## config.mk

```make
export PLATFORM = sky130hd
export DESIGN_NAME = sprite_mover
export DESIGN_NICKNAME = d
export VERILOG_FILES = /design/src/rtl/sprite_mover.sv
export SDC_FILE = /design/constraint.sdc
export NUM_CORES = 1
export LEC_CHECK = 0
export CAP_MARGIN = 15
export CORE_UTILIZATION = 50
export DETAILED_ROUTE_END_ITERATION = 8
export PLACE_DENSITY = 0.73
export SYNTH_ARGS = -nofsm -noshare
export SYNTH_HDL_FRONTEND = slang
export SYNTH_SLANG_ARGS = --single-unit
export TNS_END_PERCENT = 1
```

## constraint.sdc

```tcl
create_clock -name clk -period 3.5 [get_ports clk]
set_clock_uncertainty 0.2 [all_clocks]
set_input_delay 0.525 -clock clk [delete_from_list [all_inputs] [get_ports clk]]
set_output_delay 0.525 -clock clk [all_outputs]
set_load 0.005 [all_outputs]
```

## src/rtl/sprite_mover.sv

```systemverilog
// sprite_mover: frame-synchronous sprite position controller.
// Horizontal position wraps modulo H_TOTAL. Vertical position is clamped
// to 0..V_LIMIT-HEIGHT, or bounces off the edges when SPRITE_VBOUNCE_EN is
// defined at compile time.
module sprite_mover #(
    parameter int unsigned H_TOTAL = 850,
    parameter int unsigned V_LIMIT = 480,
    parameter int unsigned HEIGHT  = 90,
    parameter int unsigned INIT_H  = 0,
    parameter int unsigned INIT_V  = 0
) (
    input  logic       clk,
    input  logic       rst,
    input  logic       frame_tick,
    input  logic       start,
    input  logic       stop,
    input  logic       home,
    input  logic       dir_left,
    input  logic [1:0] v_dir,
    input  logic [3:0] speed_h,
    input  logic [3:0] speed_v,
    output logic [9:0] loc_h,
    output logic [9:0] loc_v,
    output logic       running,
    output logic       wrapped,
    output logic       v_edge
);

    localparam int unsigned V_MAX   = V_LIMIT - HEIGHT;
    localparam logic [10:0] H_TOT11 = 11'(H_TOTAL);
    localparam logic [10:0] V_MAX11 = 11'(V_MAX);
    localparam logic [9:0]  V_MAX10 = 10'(V_MAX);
    localparam logic [9:0]  HOME_H  = 10'(INIT_H);
    localparam logic [9:0]  HOME_V  = 10'(INIT_V);

    typedef enum logic [1:0] {IDLE, RUN, HOLD} state_t;

    state_t      state_q, state_d;
    logic [9:0]  loc_h_q, loc_h_d, loc_v_q, loc_v_d;
    logic        running_q, wrapped_q, wrapped_d, v_edge_q, v_edge_d;
    logic        move;
    logic [1:0]  vdir_eff;
    logic [10:0] sum_h_r, sum_h_l, sum_v;
    logic [9:0]  step_h, step_v;
    logic        step_wrap, step_edge;

`ifdef SPRITE_VBOUNCE_EN
    logic [1:0] vdir_q, vdir_d;
    assign vdir_eff = vdir_q;
`else
    assign vdir_eff = v_dir;
`endif

    // A move happens only on a tick in RUN that is not overridden by a command.
    assign move = (state_q == RUN) && frame_tick && !stop && !home;

    // Candidate horizontal position for this tick, with wrap detection.
    always_comb begin
        sum_h_r   = {1'b0, loc_h_q} + {7'b0, speed_h};
        sum_h_l   = {1'b0, loc_h_q} + H_TOT11 - {7'b0, speed_h};
        step_h    = loc_h_q;
        step_wrap = 1'b0;
        if (!dir_left) begin
            if (sum_h_r >= H_TOT11) begin
                step_h    = 10'(sum_h_r - H_TOT11);
                step_wrap = 1'b1;
            end else begin
                step_h = sum_h_r[9:0];
            end
        end else begin
            if (loc_h_q >= {6'b0, speed_h}) begin
                step_h = loc_h_q - {6'b0, speed_h};
            end else begin
                step_h    = sum_h_l[9:0];
                step_wrap = 1'b1;
            end
        end
    end

    // Candidate vertical position for this tick, clamped to the visible area.
    always_comb begin
        sum_v     = {1'b0, loc_v_q} + {7'b0, speed_v};
        step_v    = loc_v_q;
        step_edge = 1'b0;
        if (vdir_eff == 2'b01) begin
            if (sum_v >= V_MAX11) begin
                step_v    = V_MAX10;
                step_edge = (speed_v != 4'd0);
            end else begin
                step_v = sum_v[9:0];
            end
        end else if (vdir_eff == 2'b10) begin
            if ({6'b0, speed_v} >= loc_v_q) begin
                step_v    = '0;
                step_edge = (speed_v != 4'd0);
            end else begin
                step_v = loc_v_q - {6'b0, speed_v};
            end
        end
    end

    // Next state and next outputs; home > stop > start priority.
    always_comb begin
        state_d   = state_q;
        loc_h_d   = loc_h_q;
        loc_v_d   = loc_v_q;
        wrapped_d = 1'b0;
        v_edge_d  = 1'b0;
`ifdef SPRITE_VBOUNCE_EN
        vdir_d    = vdir_q;
`endif
        if (home) begin
            state_d = IDLE;
            loc_h_d = HOME_H;
            loc_v_d = HOME_V;
        end else if (stop) begin
            if (state_q == RUN) state_d = HOLD;
        end else if (start && state_q != RUN) begin
            state_d = RUN;
`ifdef SPRITE_VBOUNCE_EN
            vdir_d  = v_dir;
`endif
        end else if (move) begin
            loc_h_d   = step_h;
            loc_v_d   = step_v;
            wrapped_d = step_wrap;
            v_edge_d  = step_edge;
`ifdef SPRITE_VBOUNCE_EN
            // Reverse only on an actual edge hit so the next tick leaves the edge.
            if (step_edge) vdir_d = (vdir_q == 2'b01) ? 2'b10 : 2'b01;
`endif
        end
    end

    // State, position and status registers.
    always_ff @(posedge clk or posedge rst) begin
        if (rst) begin
            state_q   <= IDLE;
            loc_h_q   <= HOME_H;
            loc_v_q   <= HOME_V;
            running_q <= 1'b0;
            wrapped_q <= 1'b0;
            v_edge_q  <= 1'b0;
`ifdef SPRITE_VBOUNCE_EN
            vdir_q    <= '0;
`endif
        end else begin
            state_q   <= state_d;
            loc_h_q   <= loc_h_d;
            loc_v_q   <= loc_v_d;
            running_q <= (state_d == RUN);
            wrapped_q <= wrapped_d;
            v_edge_q  <= v_edge_d;
`ifdef SPRITE_VBOUNCE_EN
            vdir_q    <= vdir_d;
`endif
        end
    end

    assign loc_h   = loc_h_q;
    assign loc_v   = loc_v_q;
    assign running = running_q;
    assign wrapped = wrapped_q;
    assign v_edge  = v_edge_q;

endmodule

```

-- Word level (Yosys, flattened, before mapping)
Index checks and enable logic that the tools add are counted.
- reduce and logical (&&, ||, !) cells: 11
- $add $sub $neg: 7
- muxes and demuxes: 34
- magnitude comparators: 4
- eq/ne operators: 7
- operators with widths (cell ; number):
    two-way mux 10 bit ; 15
    subtractor 10 x 4 -> 10 bit ; 3
    adder 10 x 4 -> 11 bit ; 2
    two-way mux 1 bit ; 15
    >= comparator 11 x 10 -> 1 bit, second input constant ; 1
    >= comparator 11 x 9 -> 1 bit, second input constant ; 1
    adder 10 bit, second input constant ; 1
    >= comparator 10 x 4 -> 1 bit ; 1
    >= comparator 4 x 10 -> 1 bit ; 1
    subtractor 10 bit, second input constant ; 1
    two-way mux 2 bit ; 4
    == test 2 x 1 -> 1 bit, second input constant ; 3
    logical AND 1 bit ; 4
    != test 2 x 1 -> 1 bit, second input constant ; 2
    AND reduction 4 bit ; 1
    nonzero test 4 bit ; 1
    AND reduction 3 bit ; 1
    nonzero test 3 bit ; 1
    == test 2 bit, second input constant ; 1
    logical NOT 1 bit ; 2
    != test 2 bit, second input constant ; 1
    nonzero test 2 bit ; 1
- output and inout port bits: 23
- bits in registers: 25
- input bits: 17

-- Logic depth before layout (Yosys ltp)
Gate-level depths: netlist of the first run.
- depth in word-level cells: 8
- gate-level depth with buffers: 12
- depth with buffers taken out: 12

-- Worst setup path after synthesis of the first run
No wires, ideal clock.
- path kind: input to register
- start: in speed_h[0]
- end: reg loc_h_q[5] (netlist: loc_h[5])
- stages: 10
- path slack: 0.244 ns
- library setup time: 0.082 ns
- data arrival time: 2.974 ns
- path buffers: 0
- cells stage by stage: ha_1 fa_1 xor2_1 ha_1 nand2_1 mux2i_1 a211o_2 a31oi_4 or4_1 a31oi_1
- cells in the longest elaborated chain, start to end: 8
- elaborated cells between the ends (all ways): 13
- classes of those cells: 4 x add/sub; 2 x order compare; 7 x mux
- RTL lines (what ; RTL line ; text):
    start, declared ; 20 ; input logic [3:0] speed_h,
    adder 10 x 4 -> 11 bit ; 59 ; sum_h_r = {1'b0, loc_h_q} + {7'b0, speed_h};
    subtractor 10 bit or >= comparator 11 x 10 -> 1 bit (tied branches) ; 65, 64 ;
    two-way mux 10 bit ; 64 ; if (sum_h_r >= H_TOT11) begin
    two-way mux 10 bit (*) ; 63 ; if (!dir_left) begin
    two-way mux 10 bit (*) ; 123 ; end else if (move) begin
    two-way mux 10 bit (*) ; 118 ; end else if (start && state_q != RUN) begin
    two-way mux 10 bit (*) ; 116 ; end else if (stop) begin
    two-way mux 10 bit (*) ; 112 ; if (home) begin
    end signal, assigned ; 149 ; loc_h_q <= loc_h_d;
    end, declared ; 39 ; logic [9:0] loc_h_q, loc_h_d, loc_v_q, loc_v_d;
Mark *: on every way between the ends. The rest lies on a longest branch, timed or not. The select of a mux whose other input is x is not followed.
A chain may end at the register's enable or synchronous reset.

-- Final worst setup path of the first run
- start: in speed_h[3]
- end: reg loc_h_q[2] (netlist: loc_h[2])
- cells in the longest elaborated chain, start to end: 8
- elaborated cells between the ends (all ways): 10
- classes of those cells: 1 x add/sub; 2 x order compare; 7 x mux
- RTL lines (what ; RTL line):
    adder 10 x 4 -> 11 bit ; 59
    >= comparator 11 x 10 -> 1 bit ; 64
    two-way mux 10 bit ; 64
    two-way mux 10 bit (*) ; 63
    two-way mux 10 bit (*) ; 123
    two-way mux 10 bit (*) ; 118
    two-way mux 10 bit (*) ; 116
    two-way mux 10 bit (*) ; 112
Marks and branches as above.

==> metrics.yaml, run 1 <==
overflow: 0
crit_arrival_ps: 3360
routed_wl_microns: 10600
layout_commonest_cell: "buf_4"
postCtsHoldBufs: 0
dp_slack_ps: -271
ys_ff_latch: 25
reg2reg_from: "loc_h[1]"
synth_compound_area_frac: 0.312
worstRegToRegCells: 11
utilization: 0.688
synth-seq-area-share: 0.187
core_area_sq_um: 6420
row_count: 29
fin_ws_ps: 124
post_route_cells_drive_above_1_share: 0.192
placed_cell_area_sq_um: 4310
synthesis.area_sq_um: 3350
p_leak_nw: 1.92
critical_path_required_ps: 3490
grt_max_degree: 26
r2r-end: "loc_h[9]"
port_buffers: 39
hold_class: "input pin to async pin"
synth-adder-area-share: 0.155
synth_xor_area_frac: 0.0445
vias: 3783
n_antenna_cell: 0
hpwl_microns: 8210
muxShareOfSynthArea: 0.0120
regToRegSetupSlack_ps: 390
grt.total_usage: 0.308
cp_slowest_cell: "clkdlybuf4s50_1"
cts_resized: 0
cts_sinks: 25
final_cells: 593
whs_ps: 354
antenna_found_initial: 0
final_max_slew_viol_count: 0
violations: "design-rule violations"
postCtsSetupBuffers: 0
wl_per_cell_microns: 17.8
boundaryPins: 40
syn_to_final_growth_pct: 32.0
viasPerCell: 6.38
finalCritPeriodShare: 0.965
drt_iter0_markers: 441
status: "complete, but fails checks"
firstDrtPassIters: 7
gp_congestion: 0.986
numCtsBuffers: 3
syn_inst: 417
path_class: "input pin to flip-flop"
synth_top_family_by_area: "compound AO/OA/AOI/OAI gates"
clockRootBuffer: "clkbuf_8"
timing_worst_slew_pin_value_ps: 654
rsz0062_at_grt: "true"
antenna_left: 0
num-nets-final: 572
clk-insertion-delay-late_ps: 280
synthesis.nets: 472
die_x_microns: 83.8
async_reset_ff_frac: 1.00
synthSimpleGateAreaFrac: 0.221
worstPathMaxFanout: 5
power_density_nw_per_um2: 185
synth_edf_count: 0
vdd_ir_drop_max_v: 0.000130
critPathLaunchType: "input pin"
timing.fmax_mhz: 296
synth.distinct_cells: 72
clkTransAtPathRegs_ps: 100
clock_path_buffers: 2
setup_violations: 0
cp-end-kind: "flip-flop"
tritoncts: "yes"
maxCapViolCount: 0
drc: 2
cp-startpoint: "speed_h[3]"
grt_pass1_vias: 3655
ys.flop_type: "dfrtp_1"
htree_levels: 1
initial_core_util: 0.521
synth_warnings: 0
final_cell_mix: "74 x buf_4, 39 x inv_1, 39 x clkdlybuf4s50_1, 31 x ha_1"
slowest_delay_ps: 490
grt_pass1_wl_microns: 17600
path_cells: "clkdlybuf4s50_1 -> inv_1 -> ha_1 -> nor2b_1 -> a2111oi_4 -> buf_4 -> xnor2_1 -> or3_4 -> a31oi_4 -> buf_4 -> nor3_1 -> nor3_1"
die_y_microns: 83.8
slew_headroom: 0.553
place_inst: 588
syn_avg_cell_area_sq_um: 8.03
die-area_sq_um: 7030
fin_area_sq_um: 4420
finalHoldViolCount: 0
finalCriticalPeriod_ps: 3380
layer usage:
| layer | vias to the layer above | share of wire | track usage |
|---|---|---|---|
| met4 | 0 | 0.032 | 0.122 |
| met5 | - | 0 | 0 |
| li1 | 1752 | - | - |
| met1 | 1792 | 0.42 | 0.392 |
| met3 | 38 | 0.077 | 0.0465 |
| met2 | 201 | 0.47 | 0.524 |
worst max-delay path: cells and delay by family:
family	cells	cell delay [ps]
fa+ha+maj	1	340
xor+xnor	1	110
buf+inv	4	920
simple gates	4	900
compound gates	2	570
stage by stage:
stage | total power (W) | TNS [ps]
final | 0.000818 | 0
after floorplan | 0.000483 | 0
after global routing | 0.000858 | -46.9
after global placement | 0.000618 | -1460
after detailed placement | 0.000623 | -2060
after CTS | 0.000810 | 0
state kept, by name, indices dropped and copies added, names as in the netlist:
signal / flops
running: 1
loc_v: 10
loc_h: 10
state_q: 2
v_edge: 1
wrapped: 1
how the worst max path moves through the flow:
| stage | slack (ps) | cells after the start | to |
|---|---|---|---|
| after floorplan | 240 | 10 | loc_h[5] |
| after global placement | -180 | 13 | loc_h[9] |
| after detailed placement | -270 | 13 | loc_h[9] |
| after CTS | 10 | 13 | loc_h[9] |
| after global routing | -30 | 13 | loc_h[9] |
| final | 120 | 12 | loc_h[2] |
synth_stat cells (4+ instances only):
cell type,instances,share of area
a32o_1,5,0.015
nand4_1,5,0.0093
a21o_1,6,0.013
and3_1,4,0.0075
dfrtp_1,25,0.19
nand2b_1,6,0.011
ha_1,32,0.12
o211ai_1,5,0.011
xor2_1,7,0.018
mux2i_1,4,0.012
a21oi_1,28,0.042
or3_1,5,0.0093
nand3b_1,6,0.013
fa_1,6,0.036
a31oi_1,10,0.019
o21a_1,4,0.0090
and2_1,5,0.0093
nor3_1,15,0.022
o21ai_0,19,0.028
nor2b_1,8,0.015
nand2_1,28,0.031
nand3_1,15,0.022
inv_1,39,0.044
a211oi_1,7,0.016
nor2_1,22,0.025
clkbuf_1,14,0.016
o221ai_1,4,0.010
xnor2_1,10,0.026
final cells by class:
cell class                      instances  area, sq um
Fill cell                             524         2000
Tap cell                               77         96.3
Sequential cell                        25          626
Multi-Input combinational cell        334         2530
Clock buffer                            4         45.0
Timing Repair Buffer                  114          973
Inverter                               39          146
kinds of logic after synthesis:
family / after synthesis
AOI/OAI and AO/OA: 137
and+or+nand+nor: 138
DFF: 25
xor gates and xnor gates: 17
muxes: 4
buffers and inverters: 58
adders and majority gates: 38
where the power goes:
part           total, W  switching, W  leakage, nW  internal (W)
clock          0.000186      0.000104       0.0228     0.0000819
sequential     0.000306     0.0000114        0.346      0.000294
combinational  0.000327      0.000171         1.56      0.000156
No activity file was read; power rests on OpenSTA's default activity.
==> run 2: changes to the inputs <==
- ABC_AREA: default -> 0
- RECOVER_POWER: default -> 100
- SETUP_SLACK_MARGIN: default -> 0.2
==> run 2 against run 1 <==
Effect of this change:
- the flow still finishes with violations (design-rule violations)
- register-to-register slack hardly changed
- clock power hardly changed
- final cell count is 0.84% higher
- fmax is 0.25% higher
- total power is 1.0% higher
- highest routed layer unchanged
- critical path type unchanged
- non-clock buffer count is 5 higher
- cell area is 3.5% higher
- clock-buffer cell count stayed put
- die area stayed put
- routed wire length is 3.1% higher
==> metrics.yaml, run 2 (synthesized netlist as in run 1, its figures left out) <==
status: "complete, but fails checks"
violations: "design-rule violations"
hold_class: "flip-flop to flip-flop"
finalCriticalPeriod_ps: 3370  # -8.58 ps
routed_wl_microns: 10900  # +3.1%
die_x_microns: 83.8  # unchanged
row_count: 29  # unchanged
vias: 3781  # -0.053%
clk-insertion-delay-late_ps: 280  # about the same
grt_pass1_vias: 3688  # +0.90%
regToRegSetupSlack_ps: 400  # about the same
finalCritPeriodShare: 0.962  # -0.00245
num-nets-final: 577  # +0.87%
slowest_delay_ps: 490  # about the same
rsz0062_at_grt: "true"
cp_slowest_cell: "clkdlybuf4s50_1"
boundaryPins: 40  # unchanged
critical_path_required_ps: 3510  # +20 ps
antenna_left: 0  # unchanged
core_area_sq_um: 6420  # unchanged
antenna_found_initial: 0  # unchanged
cp-end-kind: "flip-flop"
layout_commonest_cell: "buf_4"
maxCapViolCount: 0  # unchanged
dp_slack_ps: -271  # unchanged
overflow: 0  # unchanged
cts_sinks: 25  # unchanged
worstPathMaxFanout: 5  # unchanged
clock_path_buffers: 2  # unchanged
slew_headroom: 0.310  # -0.243
p_leak_nw: 2.04  # +6.1%
crit_arrival_ps: 3380  # +20 ps
drt_iter0_markers: 278  # -37%
place_inst: 588  # unchanged
timing_worst_slew_pin_value_ps: 1040  # +382 ps
firstDrtPassIters: 7  # unchanged
gp_congestion: 0.986  # unchanged
setup_violations: 0  # unchanged
hpwl_microns: 8210  # unchanged
htree_levels: 1  # unchanged
fin_ws_ps: 132  # +8.58 ps
grt.total_usage: 0.310  # +0.00197
die_y_microns: 83.8  # unchanged
finalHoldViolCount: 0  # unchanged
grt_pass1_wl_microns: 17600  # +0.27%
drc: 2  # unchanged
viasPerCell: 6.32  # -0.89%
postCtsHoldBufs: 0  # unchanged
grt_max_degree: 26  # unchanged
final_max_slew_viol_count: 0  # unchanged
die-area_sq_um: 7030  # unchanged
critPathLaunchType: "input pin"
path_class: "input pin to flip-flop"
final_cell_mix: "75 x buf_4, 38 x inv_1, 28 x nand2_1, 28 x a21oi_1"
port_buffers: 39  # unchanged
post_route_cells_drive_above_1_share: 0.240  # +0.0481
final_cells: 598  # +0.84%
syn_to_final_growth_pct: 36.7
clockRootBuffer: "clkbuf_8"
numCtsBuffers: 3  # unchanged
timing.fmax_mhz: 297  # +0.25%
clkTransAtPathRegs_ps: 100  # about the same
path_cells: "clkdlybuf4s50_1 -> inv_1 -> ha_4 -> inv_1 -> fa_1 -> nor4b_1 -> and4_1 -> nand3b_1 -> clkbuf_2 -> nor3_1 -> a211oi_1 -> or3_1 -> nor3_1"
initial_core_util: 0.521  # unchanged
n_antenna_cell: 0  # unchanged
wl_per_cell_microns: 18.2  # +2.2%
tritoncts: "yes"
vdd_ir_drop_max_v: 0.000127  # -1.9%
power_density_nw_per_um2: 181  # -2.4%
## run 2: changes by cell type in the layout (fill, tap and decap cells not counted), moves of 3 or more
cell             delta
clkdlybuf4s50_1    -28
dlygate4sd3_1      +26
nor2b_1             -3
ha_4                +3
ha_1                -5
nor2b_2             +3
## run 2: worst paths after layout
path                                 end  cells past startpoint       start
worst max-delay path            loc_h[3]                     13  speed_h[2]
worst min-delay path            loc_v[0]                      1    loc_v[0]
worst max register to register  loc_h[5]                     12    loc_h[0]
worst min register to register  loc_v[0]                      1    loc_v[0]
max in group asynchronous       loc_v[2]                      3         rst
min in group asynchronous       loc_h[3]                      2         rst
## run 2: through the flow
step	area (sq um)	hold WS, ps	total power [W]	utilization	setup TNS, ps
2_1_floorplan	3350	323	0.000483	-	0
3_3_place_gp	4310	340	0.000618	0.671	-1460
3_5_place_dp	4310	354	0.000623	0.671	-2060
4_1_cts	4420	380	0.000812	0.689	0
5_1_grt	4580	402	0.000863	0.713	0
6_report	4580	367	0.000827	0.713	0
## run 2: layer usage
layer  up-vias  routed length (microns)  global-route usage  share of wire
li1       1762                        -                   -              -
met1      1788                     4560               0.395           0.42
met2       186                     5180               0.524           0.48
met3        45                      766              0.0495          0.070
met4         0                      385               0.124          0.035
met5         -                        0                   0              0
## run 2: power by group
group          internal (W)  switching, W  leakage, nW
Sequential         0.000294     0.0000116        0.346
Combinational      0.000156      0.000176         1.67
Clock             0.0000820      0.000107       0.0228
Total              0.000532      0.000295         2.04
## run 2: final cells by class
| class | instances | area [sq um] |
|---|---|---|
| multi-input cells | 334 | 2670 |
| fillers | 498 | 1850 |
| repair buffers | 119 | 993 |
| well taps | 77 | 96.3 |
| clock buffers | 4 | 45.0 |
| inverters | 39 | 146 |
| flip-flops and latches | 25 | 626 |
## run 2: worst max-delay path: cells and delay by family
kind | cells | cell delay (ps)
compound gates | 1 | 90
fa+ha+maj | 2 | 410
buf+inv | 4 | 830
simple gates | 6 | 1530
## run 2: repair_timing
action	4_1_cts	5_1_grt
setup endpoints to repair	9	18
resized for setup	12	31
buffers inserted	2	3
gates cloned	0	0
pin swaps	6	17
endpoints found under the hold margin	0	0
==> run 3: changes to the inputs <==
- GPL_ROUTABILITY_DRIVEN: default -> 0
- HOLD_SLACK_MARGIN: default -> 0.08
- SKIP_LAST_GASP: default -> 1
==> run 3 against run 2 <==
Effect of this change:
- the run still ends with design-rule violations left
- register-to-register slack got worse by 20 ps
- final cell count unchanged
- utilization decreased by 0.25 points
- hold slack improved by 7.0 ps
- fmax increased by 2.4%
- flip-flop and latch count unchanged
- global-route usage decreased by 0.25 points
- total power decreased by 1.5%
- clock power decreased by 5%
- critical path depth decreased by 1
- combinational power decreased by 1%
- sequential share of layout area about the same
- critical endpoint is now loc_v[5]
- largest cell class unchanged
- highest routed layer unchanged
==> metrics.yaml, run 3 (synthesized netlist as in run 1, its figures left out) <==
status: "complete, but fails checks"
violations: "design-rule violations"
n_antenna_cell: 0  # unchanged
grt_pass1_wl_microns: 17600  # -0.19%
cp_slowest_cell: "clkdlybuf4s50_1"
cp-end-kind: "flip-flop"
port_buffers: 39  # unchanged
hold_class: "flip-flop to flip-flop"
postCtsHoldBufs: 0  # unchanged
power_density_nw_per_um2: 179  # -1.2%
core_area_sq_um: 6420  # unchanged
finalHoldViolCount: 0  # unchanged
cts_sinks: 25  # unchanged
tritoncts: "yes"
die_x_microns: 83.8  # unchanged
fill_cells: 516  # +3.6%
die_y_microns: 83.8  # unchanged
critical_path_required_ps: 3520  # about the same
slowest_delay_ps: 460  # -30 ps
clk-insertion-delay-late_ps: 280  # about the same
vias: 3806  # +0.66%
finalCriticalPeriod_ps: 3290  # -80.1 ps
die-area_sq_um: 7030  # unchanged
slew_headroom: 0.184  # -0.126
setup_violations: 0  # unchanged
crit_arrival_ps: 3310  # -70 ps
fin_ws_ps: 213  # +80.1 ps
p_total_w: 0.000814  # -1.5%
layout_commonest_cell: "buf_4"
overflow: 0  # unchanged
grt_max_degree: 26  # unchanged
drc: 2  # unchanged
initial_core_util: 0.521  # unchanged
syn_to_final_growth_pct: 36.2
htree_levels: 1  # unchanged
finalCritPeriodShare: 0.939  # -0.0229
num-nets-final: 577  # unchanged
min_from: "loc_h[0]"
boundaryPins: 40  # unchanged
regToRegSetupSlack_ps: 380  # -20 ps
viasPerCell: 6.36  # +0.66%
dp_slack_ps: -291  # -20.3 ps
final_max_slew_viol_count: 0  # unchanged
antenna_found_initial: 0  # unchanged
reg2reg_from: "loc_h[0]"
clkTransAtPathRegs_ps: 100  # about the same
grt_pass1_vias: 3654  # -0.92%
path_cells: "clkdlybuf4s50_1 -> ha_1 -> inv_1 -> fa_2 -> nor3_2 -> a211o_1 -> buf_4 -> or3_1 -> a311oi_2 -> o21a_2 -> nand2b_1 -> a32o_1"
drt_iter0_markers: 345  # +24%
timing_worst_slew_pin_value_ps: 1220  # +189 ps
antenna_left: 0  # unchanged
timing.fmax_mhz: 304  # +2.4%
rsz0062_at_grt: "true"
routed_wl_microns: 10600  # -2.2%
grt.total_usage: 0.308  # -0.00250
numCtsBuffers: 3  # unchanged
path_class: "input pin to flip-flop"
maxCapViolCount: 0  # unchanged
post_route_cells_drive_above_1_share: 0.238  # -0.00192
cp-startpoint: "speed_v[0]"
final_cell_mix: "74 x buf_4, 39 x inv_1, 29 x ha_1, 28 x nand2_1, 28 x a21oi_1"
clock_path_buffers: 2  # unchanged
clockRootBuffer: "clkbuf_8"
worstPathMaxFanout: 6  # +1
row_count: 29  # unchanged
wl_per_cell_microns: 17.8  # -2.2%
hpwl_microns: 8000  # -2.5%
p_leak_nw: 2.06  # +0.85%
firstDrtPassIters: 7  # unchanged
vdd_ir_drop_max_v: 0.000197  # +55%
critPathLaunchType: "input pin"
-- run 3: cell count changes in the layout (fill, tap and decap cells not counted), moves of 2 or more --
cell | previous run | this run
nor2b_2 | 3 | 1
ha_2 | 3 | 1
clkbuf_4 | 0 | 2
nor2b_1 | 5 | 7
ha_1 | 26 | 29
-- run 3: path summary, 6_finish.rpt --
check	cells after the start	end
min reg2reg	2	loc_h[0]
max in group asynchronous	3	loc_v[8]
max reg2reg	11	loc_h[4]
min in group asynchronous	2	loc_v[0]
max	12	loc_v[5]
min	2	loc_h[0]
-- run 3: power breakdown --
group          switching (W)  internal [W]  leakage [nW]  total, W
sequential         0.0000118      0.000294         0.346  0.000306
combinational       0.000172      0.000156          1.69  0.000328
clock              0.0000997     0.0000799        0.0255  0.000180
total               0.000284      0.000531          2.06  0.000814
-- run 3: per-layer routing --
layer  wire length [microns]  global-route usage  vias to the layer above
met5                       0                   0                        -
met4                     254              0.0831                        0
met1                    4530               0.411                     1796
met3                     772              0.0346                       36
met2                    5090               0.526                      206
li1                        -                   -                     1768
-- run 3: per-stage QoR --
step,std cells,TNS [ps],cell area (sq um),utilization,hold WS (ps)
floorplan,417,0,3350,-,323
global placement,585,-1640,4290,0.667,342
detailed placement,585,-2300,4290,0.667,352
CTS,590,0,4410,0.687,381
global route,598,0,4560,0.710,393
finish,598,0,4560,0.710,374
-- run 3: area by class of cell --
class	count	area [sq um]	area share
multi-input cells	334	2650	0.581
repair buffers	119	996	0.218
flip-flops and latches	25	626	0.137
inverters	39	146	0.0321
well taps	77	96.3	0.0211
clock buffers	3	41.3	0.00905
clock inverters	1	5.00	0.00110
-- run 3: repair_timing --
action                     CTS  global route
resized for setup           15            27
setup buffers                1             7
pin swaps                    4            15
setup endpoints to repair   13            19
-- run 3: worst max-delay path: cells and delay by family --
family | cells | cell delay (ps)
AND/OR/NAND/NOR | 3 | 610
adder cells (fa/ha/maj) | 2 | 480
buffers and inverters | 3 | 710
AO/OA/AOI/OAI | 4 | 990
